**src/rtl/mmio_requester.sv**
```systemverilog
// rtl/mmio_requester.sv - single-outstanding MMIO initiator with TID check and read timeout
// Optional statistics counters are built when MMIO_REQ_STATS_EN is defined.
module mmio_requester #(
    parameter int ADDR_W         = 16,
    parameter int TID_W          = 9,
    parameter int TIMEOUT_CYCLES = 256
) (
    input  logic              clk,
    input  logic              rst,
    input  logic              cmd_valid,
    output logic              cmd_ready,
    input  logic              cmd_write,
    input  logic [ADDR_W-1:0] cmd_addr,
    input  logic [63:0]       cmd_data,
    output logic              req_wr_valid,
    output logic              req_rd_valid,
    output logic [ADDR_W-1:0] req_addr,
    output logic [TID_W-1:0]  req_tid,
    output logic [63:0]       req_data,
    input  logic              rsp_valid,
    input  logic [TID_W-1:0]  rsp_tid,
    input  logic [63:0]       rsp_data,
    output logic              done_valid,
    output logic [63:0]       done_data,
    output logic              done_error,
    output logic              stray_rsp,
    output logic [31:0]       stat_rd_cnt,
    output logic [31:0]       stat_wr_cnt,
    output logic [31:0]       stat_to_cnt
);

    localparam int CNT_W = $clog2(TIMEOUT_CYCLES + 1);
    localparam logic [CNT_W-1:0] CNT_LAST = CNT_W'(TIMEOUT_CYCLES - 1);

    typedef enum logic [1:0] {
        IDLE,
        ISSUE,
        WAIT_RSP,
        DONE
    } state_t;

    state_t           state;
    logic             is_write;
    logic [CNT_W-1:0] to_cnt;
    logic             rsp_match;

    assign rsp_match = rsp_valid && (rsp_tid == req_tid);

    always_ff @(posedge clk) begin
        if (rst) begin
            state        <= IDLE;
            cmd_ready    <= 1'b1;
            is_write     <= 1'b0;
            to_cnt       <= '0;
            req_wr_valid <= 1'b0;
            req_rd_valid <= 1'b0;
            req_addr     <= '0;
            req_tid      <= '0;
            req_data     <= '0;
            done_valid   <= 1'b0;
            done_data    <= '0;
            done_error   <= 1'b0;
            stray_rsp    <= 1'b0;
        end else begin
            req_wr_valid <= 1'b0;
            req_rd_valid <= 1'b0;
            done_valid   <= 1'b0;

            // Any response we are not waiting for, or with the wrong TID, is stray.
            if (rsp_valid && (state != WAIT_RSP || rsp_tid != req_tid)) begin
                stray_rsp <= 1'b1;
            end

            case (state)
                IDLE: begin
                    if (cmd_valid) begin
                        is_write     <= cmd_write;
                        req_addr     <= cmd_addr;
                        req_data     <= cmd_data;
                        req_wr_valid <= cmd_write;
                        req_rd_valid <= !cmd_write;
                        cmd_ready    <= 1'b0;
                        state        <= ISSUE;
                    end
                end
                ISSUE: begin
                    if (is_write) begin
                        done_valid <= 1'b1;
                        done_data  <= '0;
                        done_error <= 1'b0;
                        state      <= DONE;
                    end else begin
                        to_cnt <= '0;
                        state  <= WAIT_RSP;
                    end
                end
                WAIT_RSP: begin
                    // A matching response in the last timeout cycle still wins.
                    if (rsp_match) begin
                        done_valid <= 1'b1;
                        done_data  <= rsp_data;
                        done_error <= 1'b0;
                        state      <= DONE;
                    end else if (!rsp_valid) begin
                        if (to_cnt == CNT_LAST) begin
                            done_valid <= 1'b1;
                            done_data  <= '0;
                            done_error <= 1'b1;
                            state      <= DONE;
                        end else begin
                            to_cnt <= to_cnt + CNT_W'(1);
                        end
                    end
                end
                DONE: begin
                    req_tid   <= req_tid + TID_W'(1);
                    cmd_ready <= 1'b1;
                    state     <= IDLE;
                end
                default: begin
                    state     <= IDLE;
                    cmd_ready <= 1'b1;
                end
            endcase
        end
    end

`ifdef MMIO_REQ_STATS_EN
    always_ff @(posedge clk) begin
        if (rst) begin
            stat_rd_cnt <= '0;
            stat_wr_cnt <= '0;
            stat_to_cnt <= '0;
        end else if (state == DONE) begin
            if (is_write) begin
                stat_wr_cnt <= stat_wr_cnt + 32'd1;
            end else if (done_error) begin
                stat_to_cnt <= stat_to_cnt + 32'd1;
            end else begin
                stat_rd_cnt <= stat_rd_cnt + 32'd1;
            end
        end
    end
`else
    assign stat_rd_cnt = '0;
    assign stat_wr_cnt = '0;
    assign stat_to_cnt = '0;
`endif

endmodule

```
**config.mk**
```make
export PLATFORM = sky130hd
export DESIGN_NAME = mmio_requester
export DESIGN_NICKNAME = d
export VERILOG_FILES = /design/src/rtl/mmio_requester.sv
export SDC_FILE = /design/constraint.sdc
export NUM_CORES = 1
export LEC_CHECK = 0
export ABC_AREA = 1
export BUFFER_PORTS_ARGS = -buffer_cell sky130_fd_sc_hd__buf_4
export CELL_PAD_IN_SITES_DETAIL_PLACEMENT = 0
export CELL_PAD_IN_SITES_GLOBAL_PLACEMENT = 1
export CORE_MARGIN = 5
export CORE_UTILIZATION = 31
export DETAILED_ROUTE_END_ITERATION = 7
export GPL_ROUTABILITY_DRIVEN = 0
export PLACE_DENSITY_LB_ADDON = 0.15
export SYNTH_ARGS = -nofsm -noshare
export SYNTH_HDL_FRONTEND = slang
export SYNTH_SLANG_ARGS = --single-unit
```
**constraint.sdc**
```tcl
create_clock -name clk -period 2.2 [get_ports clk]
set_input_delay 0.22 -clock clk [delete_from_list [all_inputs] [get_ports clk]]
set_output_delay 0.22 -clock clk [all_outputs]
set_load 0.02 [all_outputs]
```
==> results.sh <==
export IMPL_grt_pass1_vias=7086
export IMPL_yosys_warnings=0
export IMPL_yosys_cell_types_count=33
export IMPL_grt_pass1_wl_mm=39.57
export IMPL_track_usage_pct=16.87
export IMPL_post_route_period_util_pct=93.73
export IMPL_rows=59
export IMPL_tns_ns=0
export IMPL_clkTransAtPathRegs_ns=0.08
export IMPL_drv_cap=0
export IMPL_setup_viol=0
export IMPL_final_cell_area_um2=11430
export IMPL_ant_nets=0
export IMPL_crit_type="flop to flop"
export IMPL_drt_first_pass_iters=4
export IMPL_syn_area_per_cell_um2=7.455
export IMPL_postLayoutSetupSlackWorst_ns=0.1379
export IMPL_synth_ff_latch_count=171
export IMPL_ioPinCount=413
export IMPL_dp_hpwl_mm=19.14
export IMPL_clockBufferDepth=2
export IMPL_cp_data_arrival_time_ns=2.38
export IMPL_p_leak_nw=5.321
export IMPL_status="completed"
export IMPL_num_fill_cells=2730
export IMPL_coreArea_um2=25910
export IMPL_cp_max_fo=9
export IMPL_drt_total_wl_mm=27.65
export IMPL_hold_ws_ns=0.03511
export IMPL_min_path_type="input pin to flop"
export IMPL_cts_tree="built"
export IMPL_die_w_um=171.8
export IMPL_grtUsageMet1_pct=21.37
export IMPL_drc_errors=0
export IMPL_peakVddDrop_uv=548.0
export IMPL_syn_inst=1089
export IMPL_antenna_cells=0
export IMPL_numCtsBuffers=17
export IMPL_synth_area_um2=8119
export IMPL_fin_crit_ns=2.062
export IMPL_htree_levels=4
export IMPL_tightestPinTransition_ns=0.6491
export IMPL_power_density_nw_per_um2=1429
export IMPL_viasPerCell=4.467
export IMPL_hold_viol_final=0
export IMPL_ys_seq_area_share_pct=42.16
export IMPL_start_kind="flop"
export IMPL_insertion_delay_ns=0.43
export IMPL_required_ns=2.52
export IMPL_start_util_pct=31.33
export IMPL_cp_end_kind="flop"
export IMPL_vias=7746
export IMPL_drt_initial_drc_count=442
export IMPL_fin_nets=1551
export IMPL_cts_root_buf="clkbuf_16"
export IMPL_grt_util_met3_pct=7.538
export IMPL_grt_max_degree=58
export IMPL_portBuffers=316
export IMPL_dp_slack_ns=0.06284
export IMPL_slew_headroom_pct=56.73
export IMPL_met2_usage_pct=26.49
export IMPL_syn_to_final_growth_pct=40.82
export IMPL_fmax_mhz=484.9
export IMPL_fin_skew_ns=0.01193
export IMPL_clock_sinks=171
export IMPL_grt_overflow=0
export IMPL_wire_per_inst_um=15.95
export IMPL_slew_viol_final=0
export IMPL_layout_drive_gt1_share_pct=32.88
export IMPL_grt_antenna_before_repair=0
export IMPL_placed_area_um2=10500
export IMPL_busiest_layer="met2"
export IMPL_die_area_um2=29530
export IMPL_die_y_um=171.8
==> metal layers <==
| layer | up-vias | part of all wire (%) |
|---|---|---|
| li1 | 3973 | - |
| met1 | 3503 | 41 |
| met2 | 251 | 47 |
| met3 | 19 | 10 |
| met4 | 0 | 1.2 |
| met5 | - | 0 |
==> cells by family (layout without fill, tap and decap cells) <==
group | Yosys count | count (layout) | share of synthesized area (%)
fa+ha+maj | 7 | 7 | 1.079
flops | 171 | 171 | 42.16
xor+xnor | 6 | 6 | 0.6472
compound gates | 178 | 178 | 13.15
other cells | 1 | 96 | 0.04619
simple gates | 503 | 505 | 26.65
buf+inv | 223 | 436 | 16.27
==> stage by stage <==
stage	utilization [%]	cells	total power [mW]
2_1_floorplan	-	1184	10.21
3_3_place_gp	40.51	1687	12.94
3_5_place_dp	40.51	1687	13.03
4_1_cts	42.78	1720	16.07
5_1_grt	44.13	1734	17.55
6_report	44.13	1734	16.34
==> flip-flops by register name (all words and copies together) (netlist names) <==
register and count:
cmd_ready 1, state 2, done_error 1, req_tid 9, req_addr 16, req_rd_valid 1
is_write 1, to_cnt 9, req_data 64, req_wr_valid 1, stray_rsp 1, done_data 64
done_valid 1
==> critical path, stage by stage (launching register included) <==
cell	delay, ns
dfxtp_2	0.34
ha_2	0.17
nand2_2	0.07
nor2_4	0.10
nand2_2	0.07
nor2_4	0.12
nand2_1	0.07
nor2_1	0.10
ha_2	0.17
or2_4	0.14
nand2_8	0.09
nand2_8	0.16
clkbuf_16	0.18
nand3_1	0.07
nand2_1	0.06
nor2_1	0.04
==> synth_stat cells, drive strengths merged <==
master / number / area, um2
ha: 7 / 87.58
or2: 4 / 25.03
nand4: 56 / 350.3
a21oi: 76 / 534.3
a211oi: 1 / 7.510
a221o: 1 / 10.01
buf: 124 / 949.7
o211a: 1 / 10.01
clkbuf: 52 / 195.2
inv: 46 / 172.7
nand3: 67 / 345.3
clkinv: 1 / 3.750
nor2: 258 / 968.4
a31oi: 1 / 6.260
o21ai: 95 / 475.5
xnor2: 6 / 52.55
nor3: 5 / 25.02
o211ai: 2 / 15.01
a31o: 1 / 8.760
nand2: 111 / 436.7
conb: 1 / 3.750
dfxtp: 171 / 3423
and3: 2 / 12.51
==> placed cells by master (no fill, tap or decap), types with 11 or more instances in the layout <==
cell,netlist,final
a21oi_1,35,33
nand2_1,107,103
conb_1,1,96
nand4_1,56,56
inv_1,41,41
dfxtp_1,171,169
nand3_1,65,65
clkbuf_16,0,23
nor2_1,258,256
buf_4,98,331
buf_12,5,11
o21ai_0,95,94
a21oi_2,41,42
==> where the power goes <==
group	internal, mW	switching, mW	leakage, nW
combinational	3.58	5.03	3.64
clock	1.52	1.47	0.273
sequential	4.12	0.621	1.41
==> final timing paths <==
| kind | endpoint | cells after the start | from | slack, ns |
|---|---|---|---|---|
| max reg2reg | done_data[54]$_SDFFE_PP0P_ | 15 | to_cnt[1]$_SDFFE_PP0P_ | 0.14 |
| min reg2reg | stray_rsp$_SDFFE_PP0P_ | 2 | stray_rsp$_SDFFE_PP0P_ | 0.45 |
| min | req_data[20]$_SDFFE_PP0P_ | 3 | cmd_data[20] | 0.04 |
| max | done_data[54]$_SDFFE_PP0P_ | 15 | to_cnt[1]$_SDFFE_PP0P_ | 0.14 |
==> what timing repair did <==
| action | in CTS | in global routing |
|---|---|---|
| buffers inserted | 0 | 1 |
| hold buffers | 1 | 0 |
| resized for setup | 0 | 27 |
| hold endpoints to repair | 1 | 0 |
| setup endpoints to repair | 0 | 74 |
==> layout make-up <==
| type | instances | area [um2] | share of cell area (%) |
|---|---|---|---|
| Tap cell | 335 | 419.2 | 3.666 |
| Timing Repair Buffer | 356 | 2960 | 25.89 |
| Sequential cell | 171 | 3426 | 29.96 |
| Clock inverter | 15 | 152.6 | 1.335 |
| Clock buffer | 17 | 425.4 | 3.721 |
| Inverter | 47 | 182.7 | 1.598 |
| Timing Repair inverter | 1 | 7.507 | 0.06566 |
| Multi-Input combinational cell | 792 | 3860 | 33.76 |
Power figures use the tool's default switching activity.
